[src/rtl/ram_arbiter_pkg.sv]
// ram_arbiter_pkg: shared widths, arbiter state encodings and the RAM hold
// code used by the data-RAM arbiter and by hold_ctrl.
package ram_arbiter_pkg;

    // Data RAM geometry (word-addressed, 256 words of 32 bits)
    localparam int RAM_ADDR_W  = 8;
    localparam int RAM_DATA_W  = 32;

    // Arbiter state and burst counter widths
    localparam int ARB_STATE_W = 2;
    localparam int ARB_CNT_W   = 4;

    // Arbiter states
    localparam logic [ARB_STATE_W-1:0] ARB_IDLE = 2'd0;
    localparam logic [ARB_STATE_W-1:0] ARB_MST  = 2'd1;
    localparam logic [ARB_STATE_W-1:0] ARB_CORE = 2'd2;

    // Hold type codes seen by hold_ctrl; HOLD_RAM marks a stall caused by a
    // master owning the data RAM
    localparam int HOLD_TYPE_W = 3;
    localparam logic [HOLD_TYPE_W-1:0] HOLD_NONE = 3'b000;
    localparam logic [HOLD_TYPE_W-1:0] HOLD_RAM  = 3'b100;

endpackage

[src/rtl/ram_arbiter_burst_cnt.sv]
// arb_burst_cnt: counts consecutive master grants that stall a waiting core
// and requests a forced core turn when the count reaches MAX_BURST.
// Only instantiated when RAM_ARB_FAIR_EN is defined.
module arb_burst_cnt
    import ram_arbiter_pkg::*;
#(
    parameter int MAX_BURST = 4
)
(
    input  logic i_clk,
    input  logic i_reset,
    input  logic i_gnt,
    input  logic i_core_req,
    output logic o_force_core
);

    localparam logic [ARB_CNT_W-1:0] BurstLimit = ARB_CNT_W'(MAX_BURST);

    logic [ARB_CNT_W-1:0] cnt_q;
    logic [ARB_CNT_W-1:0] cnt_d;
    logic [ARB_CNT_W-1:0] cntInc;
    logic                 forceCore;

    // Count stalling grants; hitting the limit forces a core turn and restarts the count
    always_comb begin
        cntInc    = cnt_q + 4'd1;
        cnt_d     = '0;
        forceCore = 1'b0;
        if (i_gnt && i_core_req) begin
            if (cntInc == BurstLimit) begin
                forceCore = 1'b1;
            end else begin
                cnt_d = cntInc;
            end
        end
    end

    // Counter register
    always_ff @(posedge i_clk or negedge i_reset) begin
        if (!i_reset) begin
            cnt_q <= '0;
        end else begin
            cnt_q <= cnt_d;
        end
    end

    assign o_force_core = forceCore;

endmodule

[config.mk]
export PLATFORM = sky130hd
export DESIGN_NAME = arb_burst_cnt
export DESIGN_NICKNAME = d
export VERILOG_FILES = /design/src/rtl/ram_arbiter_pkg.sv /design/src/rtl/ram_arbiter_burst_cnt.sv
export SDC_FILE = /design/constraint.sdc
export NUM_CORES = 1
export LEC_CHECK = 0
export CORE_AREA = 3 3 40 42
export DETAILED_ROUTE_END_ITERATION = 8
export DIE_AREA = 0 0 43 45
export DONT_BUFFER_PORTS = 1
export SKIP_CTS_REPAIR_TIMING = 1
export SLEW_MARGIN = 20
export SYNTH_ARGS = -nofsm -noshare
export SYNTH_HDL_FRONTEND = slang
export SYNTH_SLANG_ARGS = --single-unit
export TNS_END_PERCENT = 50
[constraint.sdc]
create_clock -name i_clk -period 1.3 [get_ports i_clk]
set_clock_uncertainty 0.1 [all_clocks]
set_input_delay 0.195 -clock i_clk [delete_from_list [all_inputs] [get_ports i_clk]]
set_output_delay 0.195 -clock i_clk [all_outputs]
set_load 0.01 [all_outputs]
==> results of run 1 <==
cell usage after synthesis:
cell      count
nand3_1       2
a21oi_1       1
nor2_1        1
mux2i_1       1
nand2b_1      1
ha_1          1
nand2_2       1
nor4b_2       1
a211oi_1      1
and3_1        1
dfrtp_1       4
nand3b_1      2
logic make-up after synthesis:
kind of cell	share of synthesized area [%]
AOI/OAI and AO/OA	6.33
muxes	5.06
and+or+nand+nor	31.6
DFF	50.6
adders and majority gates	6.33
power by group through the flow:
stage | clock network (uW) | registers, uW | logic [uW]
5_1_grt | 176 | 131 | 19.7
2_1_floorplan | 0 | 131 | 6.11
4_1_cts | 162 | 130 | 7.75
6_report | 155 | 132 | 16.6
3_3_place_gp | 0 | 131 | 7.26
3_5_place_dp | 0 | 132 | 7.73
final cells by class:
type                    instances  area (um^2)
clock buffers                   3         22.5
multi-input cells              13          119
flip-flops and latches          4          100
well taps                      15         18.8
repair buffers                  4         35.0
fillers                       147          990
worst max-delay path: stages (launching register included):
cell and delay (ps):
dfrtp_1 400, ha_4 160, nor4b_4 170, buf_4 160
per-layer routing:
metal / vias to the layer above / GRT usage (%) / wire, um
met3: 0 / 3.98 / 47
met1: 79 / 5.83 / 178
li1: 78 / - / -
met2: 7 / 8.38 / 221
met5: - / 0 / 0
met4: 0 / 5.42 / 0
worst paths after layout:
check,startpoint,to,slack (ps)
setup / recovery,cnt_q[0]$_DFF_PN0_,o_force_core,-120
setup reg to reg,cnt_q[0]$_DFF_PN0_,cnt_q[2]$_DFF_PN0_,130
hold / removal,i_gnt,cnt_q[1]$_DFF_PN0_,20
hold reg to reg,cnt_q[0]$_DFF_PN0_,cnt_q[0]$_DFF_PN0_,420
min in group asynchronous,i_reset,cnt_q[2]$_DFF_PN0_,130
max in group asynchronous,i_reset,cnt_q[1]$_DFF_PN0_,790
per-stage QoR:
step                cell area, um^2  setup WS [ps]  std cells  hold WS [ps]
global route                    295           -179         39          5.76
floorplan                       198            183         17          -201
finish                          295           -117         39          22.6
detailed placement              224           49.2         33          -200
global placement                224           89.5         33          -200
CTS                             246           -211         36          -454
==> reports/results.tsv, run 1 <==
metric	value	unit
TritonCTS clock tree	built	
WL per Instance	11.5	um
final WL	447	um
clock sinks	4	
Root Buffer	clkbuf_4	
Sw Ratio	20.7	%
# IOs	5	
vias	164	
Yosys top cell area share	50.6	%
worst-path maximum fanout	3	
Max clock buf depth	2	
Setup CP Type	reg2out	
Fmax	0.706	GHz
H-tree Lvls	1	
Post-Synthesis Cells	17	
ant diodes	0	
setup slack after layout	-117	ps
failing checks	setup timing	
die area	1940	um^2
Tmin final	1420	ps
Worst VDD drop	0.000372	V
critical path endpoint category	output pin	
Internal Power	241	uW
Core Util, Final	23.0	%
commonest non-fill, non-tap cell in the layout	dfrtp_1	
Area contributors post-synth	dfrtp_1 51%, nand3b_1 7.6%, nor4b_2 7.6%, ha_1 6.3%, mux2i_1 5.1%	
total congestion overflow after global routing	0	
Remaining DRCs	0	
Synth Cell Area	198	um^2
GRT Total Usage	5.93	%
most frequent cells in the layout	4 x dfrtp_1, 3 x clkbuf_4	
Largest Register	cnt_q	
layout cells sized above 1	33.3	%
initial antenna violation count	0	
Lkg Pwr	0.000122	uW
Num CTS Buffers	3	
Die X	43	um
area delta synth->final	49.4	%
Core ar.	1280	um^2
register area share after synthesis	50.6	%
Hold Crit Depth	1	
clk_lat worst skew	240	ps
PD cells	1030	nW/um^2
CP startpoint kind	register	
mean post-synth cell area	11.6	um^2
Max Slew Vio Count	0	
setup TNS	-117	ps
Synthesized Nets	22	
Setup-failing EPs final	1	
chip height	45	um
cell taking the most area after synthesis	dfrtp_1	
Max-Cap Viols	0	
r2r worst-path depth	4	
initial core utilization	15.4	%
NetSw	62.8	uW
Hold Fails Final Rpt	0	
GPL Wtd Cong	0.579	
via/cell ratio	4.21	
WP data arrival	1120	ps
buffers added on ports	0	
first-pass GRT wire length	772	um
outcome	complete, but fails checks	
vias in the first global route	185	
min-delay worst type	in2reg	
row count	13	
max FFs per register	4	
YS warnings	0	
Reg power frac	43.3	%
Synth cell types	12	
part of the cycle the worst path needs	109	%
worst slew pin tran	237	ps
combinational share of power	5.5	%
clock share of power	51.2	%
Power Total	304	uW
Largest regs	cnt_q: 4 flops	
layout net count	31	
RSZ-0062 raised after global routing	true	
Post-DRT Antenna Nets	0	
pin count of the biggest net entering global routing	6	
Synth Register Bits	4	
Slew HR	84.1	%
CP required	1000	ps
drt pass-1 iters	1	
CTS clk-pin slew, worst paths	40	ps
initial DRC count	0	
Note: power is estimated with default switching activity, not from simulation.
==> run 2: changes to the inputs <==
- CORE_AREA: 3 3 40 42 -> 2 2 39 41
- DIE_AREA: 0 0 43 45 -> 0 0 41 43
==> run 2 against run 1 <==
Core utilization is 2.8 points lower. Cell area decreased by 5.5%. The run still ends with setup timing left. Critical endpoint unchanged. Maximum frequency is 8.7% higher.
==> reports/results.tsv, run 2 (synthesis results as in run 1) <==
metric	value	unit	change
clock share of power	50.5	%	-0.7 points
Sw Ratio	18.8	%	-1.9 points
initial core utilization	14.3	%	-1.1 points
Sequential cell area	100	um^2	unchanged
setup slack after layout	-4.01	ps	+113 ps
outcome	complete, but fails checks		
row count	14		+1
# IOs	5		unchanged
Core ar.	1380	um^2	+7.7%
CTS clk-pin slew, worst paths	40	ps	about the same
Die X	41	um	-4.7%
RSZ-0062 raised after global routing	true		
max FFs per register	4		unchanged
Post-DRT Antenna Nets	0		unchanged
Max-Cap Viols	0		unchanged
total congestion overflow after global routing	0		unchanged
TritonCTS clock tree	built		
CP startpoint kind	register		
dpl hpwl	307	um	
WL per Instance	10.4	um	-9.3%
worst-path maximum fanout	3		unchanged
CP required	1000	ps	about the same
Tmin final	1300	ps	-113 ps
Reg power frac	44.7	%	+1.4 points
drt pass-1 iters	2		+1
GPL Wtd Cong	0.661		+14%
most frequent cells in the layout	4 x dfrtp_1, 3 x clkbuf_4, 2 x nand3b_1, 2 x nand3_1		
NetSw	55.1	uW	-12%
Root Buffer	clkbuf_4		
layout net count	29		-6.5%
Num CTS Buffers	3		unchanged
Fmax	0.767	GHz	+8.7%
dpl ws	114	ps	+65.0 ps
Slew HR	82.5	%	-1.6 points
vias	149		-9.1%
area occupied by multi-input gates	119	um^2	unchanged
Remaining DRCs	0		unchanged
commonest non-fill, non-tap cell in the layout	dfrtp_1		
vias in the first global route	163		-12%
Largest regs	cnt_q: 4 flops		
initial antenna violation count	0		unchanged
die area	1760	um^2	-8.9%
Largest Register	cnt_q		
Filler cells	155		+5.4%
Setup-failing EPs final	1		unchanged
critical path endpoint category	output pin		
ant diodes	0		unchanged
H-tree Lvls	1		unchanged
first-pass GRT wire length	586	um	-24%
Max clock buf depth	2		unchanged
buffers added on ports	0		unchanged
clk_lat worst skew	230	ps	about the same
initial DRC count	1		+1
via/cell ratio	3.92		-6.8%
GRT Total Usage	5.95	%	+0.027 points
Max Slew Vio Count	0		unchanged
Power Total	293	uW	-3.4%
WP data arrival	1010	ps	-110 ps
pin count of the biggest net entering global routing	6		unchanged
chip height	43	um	-4.4%
failing checks	setup timing		
Hold Fails Final Rpt	0		unchanged
combinational share of power	4.7	%	-0.8 points
min-delay worst type	in2reg		
area delta synth->final	41.1	%	
Internal Power	238	uW	-1.0%
worst slew pin tran	261	ps	+24.7 ps
layout cells sized above 1	31.8	%	-1.5 points
final WL	395	um	-12%
Setup CP Type	reg2out		
Worst VDD drop	0.000254	V	-32%
clock sinks	4		unchanged
part of the cycle the worst path needs	100	%	-8.7 points
PD cells	1050	nW/um^2	+2.2%
Lkg Pwr	0.000112	uW	-7.9%
Core Util, Final	20.2	%	-2.8 points
## run 2: metrics by stage
stage / hold WS [ps] / setup TNS [ps] / area, um^2 / std cells
CTS: -448 / -136 / 240 / 36
global route: 15.3 / -55.7 / 279 / 38
finish: 31.3 / -4.01 / 279 / 38
global placement: -200 / 0 / 218 / 33
floorplan: -201 / 0 / 198 / 17
detailed placement: -200 / 0 / 218 / 33
## run 2: worst paths after layout
path                                    start                  to  slack, ps  cells after the start
max in group asynchronous             i_reset  cnt_q[1]$_DFF_PN0_        800                      1
max reg2reg                cnt_q[0]$_DFF_PN0_  cnt_q[2]$_DFF_PN0_        130                      4
min reg2reg                cnt_q[0]$_DFF_PN0_  cnt_q[0]$_DFF_PN0_        400                      1
max                        cnt_q[0]$_DFF_PN0_        o_force_core         -4                      2
min in group asynchronous             i_reset  cnt_q[2]$_DFF_PN0_        140                      1
min                                i_core_req  cnt_q[1]$_DFF_PN0_         30                      1
## run 2: layout make-up
type,instances,area share (%)
Clock buffer,3,8.07
Multi-Input combinational cell,13,42.6
Sequential cell,4,35.9
Tap cell,16,7.17
Timing Repair Buffer,2,6.28
## run 2: layer usage
layer / vias to the layer above / wire [um] / GRT usage (%)
li1: 73 / - / -
met1: 73 / 159 / 4.90
met2: 3 / 215 / 7.19
met3: 0 / 20 / 3.14
met4: 0 / 0 / 10.0
met5: - / 0 / 0
## run 2: worst max-delay path: stages (launching register included)
cell,delay [ps]
dfrtp_1,390
ha_4,150
nor4b_4,240
## run 2: power by group through the flow
stage	Clock [uW]	Combinational [uW]	Sequential (uW)
detailed placement	0	7.37	132
global placement	0	7.62	131
finish	148	13.9	131
floorplan	0	6.11	131
global route	168	15.7	131
CTS	157	7.37	130
